===== src/rtl/tt_ffs_slot_buf.sv =====
// ----------------------------------------------------------------------------
// tt_ffs_slot_buf
//
// WIDTH-slot holding buffer that sits upstream of the tt_ffs priority picker.
// Producers may finish out of order. Each write is placed in the lowest-index
// free slot. One valid slot per cycle is then moved into a registered output
// stage for a single-issue consumer. Both sides use valid/ready handshakes.
//
// Configuration macro: TT_FFS_SLOT_BUF_RR_EN
//   defined   : round-robin pick, starting at a rotating pointer
//   undefined : fixed priority, where the lowest valid index always wins
//
// Ports
//   i_clk      clock
//   i_reset    synchronous reset, active-high
//   i_wr_vld   write request
//   o_wr_rdy   a free slot exists (registered state only)
//   i_wr_data  write payload
//   o_wr_slot  slot index a write in this cycle would allocate
//   o_rd_vld   output register holds an entry
//   i_rd_rdy   consumer accepts the output
//   o_rd_data  output payload
//   o_rd_slot  slot index the output came from
//   o_count    occupied slots + o_rd_vld
//   o_full     all slots valid
//   o_empty    no valid slot and no output entry
// ----------------------------------------------------------------------------
module tt_ffs_slot_buf #(
    parameter  int WIDTH      = 8,
    parameter  int DATA_WIDTH = 32,
    localparam int SIZE       = $clog2(WIDTH),
    localparam int CW         = $clog2(WIDTH + 2)
) (
    input  logic                  i_clk,
    input  logic                  i_reset,
    input  logic                  i_wr_vld,
    output logic                  o_wr_rdy,
    input  logic [DATA_WIDTH-1:0] i_wr_data,
    output logic [SIZE-1:0]       o_wr_slot,
    output logic                  o_rd_vld,
    input  logic                  i_rd_rdy,
    output logic [DATA_WIDTH-1:0] o_rd_data,
    output logic [SIZE-1:0]       o_rd_slot,
    output logic [CW-1:0]         o_count,
    output logic                  o_full,
    output logic                  o_empty
);

    logic [WIDTH-1:0]      r_valid;
    logic [DATA_WIDTH-1:0] r_data [WIDTH];
    logic                  r_rd_vld;
    logic [DATA_WIDTH-1:0] r_rd_data;
    logic [SIZE-1:0]       r_rd_slot;

    logic                  w_wr_rdy;
    logic                  w_wr_fire;
    logic [SIZE-1:0]       w_wr_slot;
    logic [SIZE-1:0]       w_pick;
    logic                  w_load;
    logic [WIDTH-1:0]      w_valid_nxt;
    logic [CW-1:0]         w_count;

    assign w_wr_rdy  = ~&r_valid;
    assign w_wr_fire = i_wr_vld & w_wr_rdy;
    assign w_load    = (~r_rd_vld | i_rd_rdy) & (|r_valid);

    // Allocation: find-first-set on ~valid. The scan runs from the top index
    // down, so the lowest free index is the last one written and wins.
    always_comb begin
        w_wr_slot = '0;
        for (int i = WIDTH - 1; i >= 0; i--) begin
            if (!r_valid[i]) w_wr_slot = SIZE'(i);
        end
    end

`ifdef TT_FFS_SLOT_BUF_RR_EN
    logic [SIZE-1:0]  r_rr_ptr;
    logic [WIDTH-1:0] w_rr_mask;
    logic             w_hi_any;
    logic [SIZE-1:0]  w_pick_hi;
    logic [SIZE-1:0]  w_pick_lo;

    // Round-robin pick uses two masked find-first-set passes. The first pass
    // looks only at slots at or above the pointer. If none of those is valid,
    // the second pass wraps to the lowest valid slot overall.
    always_comb begin
        w_rr_mask = '0;
        w_pick_hi = '0;
        w_pick_lo = '0;
        for (int i = WIDTH - 1; i >= 0; i--) begin
            w_rr_mask[i] = r_valid[i] && (SIZE'(i) >= r_rr_ptr);
            if (w_rr_mask[i]) w_pick_hi = SIZE'(i);
            if (r_valid[i])   w_pick_lo = SIZE'(i);
        end
        w_hi_any = |w_rr_mask;
        w_pick   = w_hi_any ? w_pick_hi : w_pick_lo;
    end

    // The pointer moves just past the slot that was issued. WIDTH is a power
    // of two, so the SIZE-bit add wraps on its own.
    always_ff @(posedge i_clk) begin
        if (i_reset) begin
            r_rr_ptr <= '0;
        end else if (w_load) begin
            r_rr_ptr <= w_pick + SIZE'(1);
        end
    end
`else
    // Fixed priority: the lowest valid index always wins.
    always_comb begin
        w_pick = '0;
        for (int i = WIDTH - 1; i >= 0; i--) begin
            if (r_valid[i]) w_pick = SIZE'(i);
        end
    end
`endif

    // Next valid vector. A write sets a free slot and a pick clears a valid
    // slot, so the two can never touch the same bit in one cycle.
    always_comb begin
        w_valid_nxt = r_valid;
        if (w_wr_fire) w_valid_nxt[w_wr_slot] = 1'b1;
        if (w_load)    w_valid_nxt[w_pick]    = 1'b0;
    end

    // Occupancy is taken from registered state only: valid slots plus the
    // output entry.
    always_comb begin
        w_count = '0;
        for (int i = 0; i < WIDTH; i++) begin
            w_count = w_count + CW'(r_valid[i]);
        end
        w_count = w_count + CW'(r_rd_vld);
    end

    // Slot flags and the output stage. A load replaces the output entry.
    // Without a load, a ready consumer drains the output, which can only
    // happen once no slot is valid.
    always_ff @(posedge i_clk) begin
        if (i_reset) begin
            r_valid   <= '0;
            r_rd_vld  <= 1'b0;
            r_rd_data <= '0;
            r_rd_slot <= '0;
        end else begin
            r_valid <= w_valid_nxt;
            if (w_load) begin
                r_rd_vld  <= 1'b1;
                r_rd_data <= r_data[w_pick];
                r_rd_slot <= w_pick;
            end else if (i_rd_rdy) begin
                r_rd_vld  <= 1'b0;
            end
        end
    end

    // Payload storage does not need a reset, because the valid bits qualify
    // every entry.
    always_ff @(posedge i_clk) begin
        if (w_wr_fire) r_data[w_wr_slot] <= i_wr_data;
    end

    // A write presented while the buffer is full is dropped. This assertion
    // flags it in simulation.
    a_wr_when_full: assert property (@(posedge i_clk) disable iff (i_reset)
        !(i_wr_vld && !w_wr_rdy))
        else $error("tt_ffs_slot_buf: write dropped while full");

    assign o_wr_rdy  = w_wr_rdy;
    assign o_wr_slot = w_wr_slot;
    assign o_rd_vld  = r_rd_vld;
    assign o_rd_data = r_rd_data;
    assign o_rd_slot = r_rd_slot;
    assign o_count   = w_count;
    assign o_full    = ~w_wr_rdy;
    assign o_empty   = ~(|r_valid) & ~r_rd_vld;

endmodule


===== config.mk =====
export PLATFORM = sky130hd
export DESIGN_NAME = tt_ffs_slot_buf
export DESIGN_NICKNAME = d
export VERILOG_FILES = /design/src/rtl/tt_ffs_slot_buf.sv
export SDC_FILE = /design/constraint.sdc
export NUM_CORES = 1
export LEC_CHECK = 0
export ABC_AREA = 1
export CORE_ASPECT_RATIO = 0.9
export CORE_MARGIN = 5
export CORE_UTILIZATION = 40
export DETAILED_ROUTE_END_ITERATION = 8
export GPL_TIMING_DRIVEN = 0
export PLACE_DENSITY_LB_ADDON = 0.2
export SETUP_SLACK_MARGIN = 0.4
export SLEW_MARGIN = 40
export SYNTH_ARGS = -nofsm -noshare
export SYNTH_HDL_FRONTEND = slang
export SYNTH_SLANG_ARGS = --single-unit

===== constraint.sdc =====
create_clock -name i_clk -period 5.2 [get_ports i_clk]
set_clock_uncertainty 0.15 [all_clocks]
set_input_delay 1.3 -clock i_clk [delete_from_list [all_inputs] [get_ports i_clk]]
set_output_delay 1.3 -clock i_clk [all_outputs]
set_load 0.1 [all_outputs]

==> results of run 1 <==
flip-flops by register name, indices dropped and copies added, names as in the netlist:
signal,cells
r_valid,8
r_data,256
o_rd_vld,1
o_rd_data,32
o_rd_slot,3
what timing repair did:
item,4_1_cts,5_1_grt
endpoints found under the setup margin,4,4
pin swaps,2,1
gates resized for setup,13,5
hold buffers,0,0
setup buffers,1,0
logic make-up after synthesis:
logic type               synth area share, %
buffers and inverters                   6.89
adder cells (fa/ha/maj)                 1.00
XOR/XNOR                              0.0701
AND/OR/NAND/NOR                         20.1
flip-flops                              68.6
AO/OA/AOI/OAI                           3.41
final cells by class:
class / count / share of cell area (%)
multi-input combinational: 687 / 20.9
inverter: 141 / 3.57
buffer: 57 / 2.21
clock buffer: 37 / 5.45
sequential: 300 / 57.2
clock inverter: 19 / 1.10
timing repair buffer: 95 / 6.18
tap: 409 / 3.41
path summary, 6_finish.rpt:
path / startpoint / end / slack [ps]
min reg2reg: o_rd_slot[0]$_SDFFE_PP0P_ / o_rd_slot[0]$_SDFFE_PP0P_ / 330
max reg2reg: r_valid[7]$_SDFF_PP0_ / r_data[6][26]$_DFFE_PP_ / 2510
max: r_valid[0]$_SDFF_PP0_ / o_count[1] / 140
min: o_rd_slot[0]$_SDFFE_PP0P_ / o_rd_slot[0]$_SDFFE_PP0P_ / 330
power by group:
part | leakage (nW) | total, mW | internal, mW | switching [mW]
clock network | 0.488 | 2.14 | 1.26 | 0.887
registers | 2.69 | 2.76 | 2.71 | 0.0439
logic | 2.96 | 1.00 | 0.203 | 0.799
metrics by stage:
stage               cells  worst slack [ps]  power, mW  area, sq um  setup TNS, ps
finish               1745               139       5.90        15000              0
global route         1745              27.7       6.12        15000              0
CTS                  1745               116       5.94        15000              0
detailed placement   1688               352       3.80        14000              0
global placement     1675              -322       3.83        13800          -9740
floorplan            1185               470       3.50        12500              0
synthesized netlist by cell type:
master                     instances  area, sq um
sky130_fd_sc_hd__nand2_1         280         1050
sky130_fd_sc_hd__edfxtp_1        256         7690
sky130_fd_sc_hd__nor2_1          144          541
sky130_fd_sc_hd__inv_1           135          507
sky130_fd_sc_hd__nand3_1         135          676
sky130_fd_sc_hd__dfxtp_1          44          881
sky130_fd_sc_hd__a21oi_1          43          215
sky130_fd_sc_hd__o21ai_0          37          185
sky130_fd_sc_hd__buf_2            22          110
sky130_fd_sc_hd__nand4_1          22          138
sky130_fd_sc_hd__clkbuf_1         21         78.8
sky130_fd_sc_hd__buf_6            10          113
sky130_fd_sc_hd__nand2_2           7         43.8
sky130_fd_sc_hd__fa_1              5          100
sky130_fd_sc_hd__inv_2             5         18.8
sky130_fd_sc_hd__buf_4             4         30.0
sky130_fd_sc_hd__nor2_2            3         18.8
sky130_fd_sc_hd__nor2_4            3         33.8
sky130_fd_sc_hd__ha_1              2         25.0
sky130_fd_sc_hd__a211oi_1          1         7.51
sky130_fd_sc_hd__a31oi_1           1         6.26
sky130_fd_sc_hd__and2_1            1         6.26
sky130_fd_sc_hd__clkinv_1          1         3.75
sky130_fd_sc_hd__o21a_1            1         7.51
sky130_fd_sc_hd__o21ai_1           1         5.00
sky130_fd_sc_hd__xnor2_1           1         8.76
worst min-delay path: cells and delay by family, from the launching register on:
family	cells	cell delay, ps
compound gates	1	60
flops	1	310
simple gates	1	60
per-layer routing:
metal	track usage, %	share of wire (%)
met1	26.9	45
met2	31.1	47
met3	2.98	6.2
met4	3.34	1.5
met5	0	0
placed cells by master, fill, tap and decap left out, drive strengths merged:
cell type        n
o21a             1
nand2          287
a31oi            1
buf             96
edfxtp         256
dfxtp           44
bufinv           3
a211oi           1
ha               2
nand4           22
xnor2            1
nor2           150
clkinv          16
clkbuf          58
and2             1
inv            139
nand3          135
clkinvlp         2
fa               5
o21ai           38
clkdlybuf4s50   35
a21oi           43
==> impl_metrics.json, run 1 <==
{
  "path_common_cell": "sky130_fd_sc_hd__fa_1",
  "initial_antenna_violation_count": 0,
  "clock_insertion_delay_worst_skew_ps": 550,
  "die_area_sq_mm": 0.0349,
  "grt_pass1_vias": 8318,
  "gr-total-overflow": 0,
  "final_layout_size_suffix_gt1_share_pct": 13.2,
  "rows": 61,
  "endpoint_kind": "output port",
  "num_vias": 8597,
  "hold_ws_ps": 330,
  "worst_r2r_path_depth": 10,
  "worst_pin_slew_ps": 786,
  "ys_seq_area_share_pct": 68.6,
  "timing_worst_setup_path_type": "flop to output port",
  "critical_path_required_ps": 3750,
  "multi_input_area_sq_mm": 0.00314,
  "post_layout_net_count": 1355,
  "grt_util_all_layers_pct": 18.8,
  "cts.root.buffer_cell": "sky130_fd_sc_hd__clkbuf_16",
  "largest_driver_fanout_on_the_critical_path": 6,
  "final_hold_viol_count": 0,
  "layout-area-overhead-vs-synth_pct": 20.1,
  "grt_pass1_wl_um": 50300,
  "route.detailed.drc": 0,
  "critical_path_max_stage_delay_ps": 520,
  "floorplan.die.height_um": 178,
  "tritoncts": "built",
  "maximum_number_of_pins_on_one_net_before_global_route_repair": 34,
  "post_route_utilization_pct": 48.7,
  "grt_setup_unrepaired": "yes",
  "shortest_clock_period_the_worst_path_allows_after_layout_ps": 5060,
  "drtAntennaViolNets": 0,
  "synth_fp_nets": 1228,
  "cts.path.max_buffers": 3,
  "syn-mean-instance-area_sq_um": 10.5,
  "cts_buffers": 30,
  "cts_sinks": 300,
  "sequential_cell_area_sq_mm": 0.00857,
  "fp.dieW_um": 196,
  "pin_count": 82,
  "dpl_hpwl_um": 22600,
  "syn-instance-count": 1185,
  "layout.filler_cells": 2816,
  "yosys_warnings": 0,
  "yosys_register_bits": 300,
  "drt_pre_antenna_iters": 5,
  "result_of_the_run": "finished, final reports clean",
  "drt_first_iter_violations": 661,
  "antenna_cells_inserted": 0,
  "timing.final.setup_violations": 0,
  "vdd_drop_max_mv": 0.299,
  "slowest_stage": "sky130_fd_sc_hd__fa_1",
  "cp_cell_sequence": "fa_1, inv_1, fa_1, fa_1, inv_2, fa_2, inv_2, fa_2, clkinvlp_4, buf_12",
  "relSlewSlack_pct": 47.6,
  "worst_ep_arrival_time_ps": 3610,
  "number_of_pins_with_negative_max_slew_slack_in_the_final_report": 0,
  "avgRoutedWirePerCell_um": 19.0,
  "max_cap_violations": 0,
  "ys_types": 26,
  "clock_tree.htree_level_count": 1,
  "core_area_sq_mm": 0.0308,
  "finalCritPeriodShare_pct": 97.3,
  "powerDensity_mw_per_mm2": 393,
  "cp_num_cells": 10,
  "critical_path.startpoint_type": "flop",
  "hold_class": "flop to flop",
  "maxClockFrequency_ghz": 0.198,
  "synth.cell_area_sq_mm": 0.0125,
  "initial_utilization_pct": 40.5,
  "totalWireLength_um": 33200,
  "worst-path-buf-inv": 5,
  "io_buffer_count": 81,
  "critical-path-top-delay-family": "adder cells",
  "gp_congestion": 0.785,
  "power.static_leakage_nw": 6.14,
  "hold_depth": 2,
  "viasPerCell": 4.93,
  "clk_pin_slew_ps": 60
}
Power figures use the tool's default switching activity.
==> run 2: changes to the inputs <==
--- a/config.mk
+++ b/config.mk
@@ -6,7 +6,7 @@
 export NUM_CORES = 1
 export LEC_CHECK = 0
 export ABC_AREA = 1
-export CORE_ASPECT_RATIO = 0.9
+export CORE_ASPECT_RATIO = 1.4
 export CORE_MARGIN = 5
 export CORE_UTILIZATION = 40
 export DETAILED_ROUTE_END_ITERATION = 8
==> impl_metrics.json, run 2 (synthesis results as in run 1) <==
{
  "cp_cell_sequence": "fa_1, inv_1, fa_1, fa_1, inv_1, fa_2, inv_2, fa_2, clkinvlp_4, buf_12",
  "drt_first_iter_violations": 684,
  "final_cell_mix": "sky130_fd_sc_hd__nand2_1, sky130_fd_sc_hd__edfxtp_1, sky130_fd_sc_hd__nor2_1",
  "worst_ep_arrival_time_ps": 3590,
  "avgRoutedWirePerCell_um": 19.6,
  "powerDensity_mw_per_mm2": 387,
  "final_layout_size_suffix_gt1_share_pct": 13.0,
  "use_met3_pct": 3.33,
  "path_common_cell": "sky130_fd_sc_hd__fa_1",
  "io_buffer_count": 81,
  "grt_pass1_vias": 8556,
  "cts.path.max_buffers": 3,
  "fp.dieW_um": 159,
  "gr-total-overflow": 0,
  "gr-max-usage-layer": "met2",
  "core_area_sq_mm": 0.0308,
  "critical_path_required_ps": 3750,
  "worst-path-buf-inv": 5,
  "dpl_hpwl_um": 23000,
  "worst_pin_slew_ps": 759,
  "initial_antenna_violation_count": 0,
  "critical_path_max_stage_delay_ps": 530,
  "cts_sinks": 300,
  "layout-area-overhead-vs-synth_pct": 19.4,
  "totalWireLength_um": 33800,
  "setup-tns-final_ps": 0,
  "clock_power_share_pct": 34.9,
  "rows": 76,
  "grt_setup_unrepaired": "yes",
  "largest_driver_fanout_on_the_critical_path": 4,
  "result_of_the_run": "finished, final reports clean",
  "maximum_number_of_pins_on_one_net_before_global_route_repair": 25,
  "clock_tree.htree_level_count": 1,
  "groute.layer.met1.usage_pct": 22.8,
  "floorplan.die.height_um": 219,
  "drtAntennaViolNets": 0,
  "mostFrequentLayoutCell": "sky130_fd_sc_hd__nand2_1",
  "global_route.usage.met2_pct": 32.9,
  "final_hold_viol_count": 0,
  "critical_path.startpoint_type": "flop",
  "shortest_clock_period_the_worst_path_allows_after_layout_ps": 5040,
  "endpoint_kind": "output port",
  "vdd_drop_max_mv": 0.240,
  "placed_cells_incl_taps": 1670,
  "timing_worst_setup_path_type": "flop to output port",
  "maxClockFrequency_ghz": 0.198,
  "num_vias": 8756,
  "hold_ws_ps": 315,
  "net_switching_component_of_the_power_mw": 1.72,
  "grt_util_all_layers_pct": 18.8,
  "pin_count": 82,
  "cts_buffers": 29,
  "timing.final.setup_violations": 0,
  "finalCritPeriodShare_pct": 96.9,
  "die_area_sq_mm": 0.0349,
  "relSlewSlack_pct": 49.4,
  "antenna_cells_inserted": 0,
  "hold_class": "flop to flop",
  "clock_insertion_delay_worst_skew_ps": 550,
  "flip_flop_count_of_the_largest_register_all_copies_and_words_added": 256,
  "grt_pass1_wl_um": 50300,
  "gp_congestion": 0.826,
  "post_layout_net_count": 1356,
  "cts.root.buffer_cell": "sky130_fd_sc_hd__clkbuf_16",
  "drt_pre_antenna_iters": 5,
  "power.static_leakage_nw": 6.11,
  "initial_utilization_pct": 40.6,
  "viasPerCell": 5.08,
  "power.share.sequential_pct": 47.8,
  "tritoncts": "built",
  "final-instance-count-excl-fill": 1725,
  "clk_pin_slew_ps": 70,
  "fin_total_pwr_mw": 5.77,
  "pwr-share-comb_pct": 17.4,
  "slowest_stage": "sky130_fd_sc_hd__fa_1",
  "critical-path-top-delay-family": "adder cells",
  "post_route_utilization_pct": 48.4,
  "switching_share_of_power_pct": 29.8,
  "internal-power_mw": 4.05,
  "number_of_pins_with_negative_max_slew_slack_in_the_final_report": 0,
  "route.detailed.drc": 0,
  "max_cap_violations": 0,
  "largest-register": "r_data"
}
## run 2: worst paths after layout
check                             from                        end  slack (ps)  cells after the start
max              o_rd_vld$_SDFFE_PP0P_                 o_count[1]         160                     10
min          o_rd_slot[2]$_SDFFE_PP0P_  o_rd_slot[2]$_SDFFE_PP0P_         320                      2
max reg2reg      r_valid[3]$_SDFF_PP0_    r_data[6][26]$_DFFE_PP_        2400                      8
min reg2reg  o_rd_slot[2]$_SDFFE_PP0P_  o_rd_slot[2]$_SDFFE_PP0P_         320                      2
## run 2: power by group through the flow
| stage | logic, mW | registers [mW] | clock network [mW] |
|---|---|---|---|
| 6_report | 1.00 | 2.76 | 2.01 |
| 5_1_grt | 1.06 | 2.76 | 2.13 |
| 4_1_cts | 1.00 | 2.76 | 2.04 |
| 3_5_place_dp | 0.989 | 2.81 | 0 |
| 3_3_place_gp | 1.01 | 2.81 | 0 |
| 2_1_floorplan | 0.343 | 3.16 | 0 |
## run 2: final cells by class
cell class                      instances  area (sq um)
Fill cell                            2818         15900
Sequential cell                       300          8580
Multi-Input combinational cell        687          3140
Timing Repair Buffer                   97           955
Clock buffer                           42           815
Inverter                              141           536
Tap cell                              390           488
Buffer                                 57           333
Clock inverter                         11          81.3
## run 2: worst min-delay path, cell delays in order, from the launching register on
cell	delay, ps
sky130_fd_sc_hd__dfxtp_1	310
sky130_fd_sc_hd__nand2_1	60
sky130_fd_sc_hd__a21oi_1	50
## run 2: timing repair
item	CTS	global route
buffers inserted	0	2
endpoints found under the setup margin	4	4
hold buffers	0	0
gates resized for setup	14	3
gates cloned	0	0
pin swaps	2	0
## run 2: metrics by stage
stage	setup slack [ps]	instance area (sq um)
finish	159	14900
global route	42.3	14900
CTS	121	14900
detailed placement	320	14000
global placement	-330	13800
floorplan	470	12500
## run 2: per-layer routing
| metal | share of wire, % | routed length [um] | vias to the layer above |
|---|---|---|---|
| met5 | 0 | 0 | - |
| met4 | 3.9 | 1310 | 0 |
| met3 | 6.3 | 2120 | 76 |
| met2 | 50 | 16900 | 305 |
| met1 | 40 | 13500 | 4181 |
| li1 | - | - | 4194 |
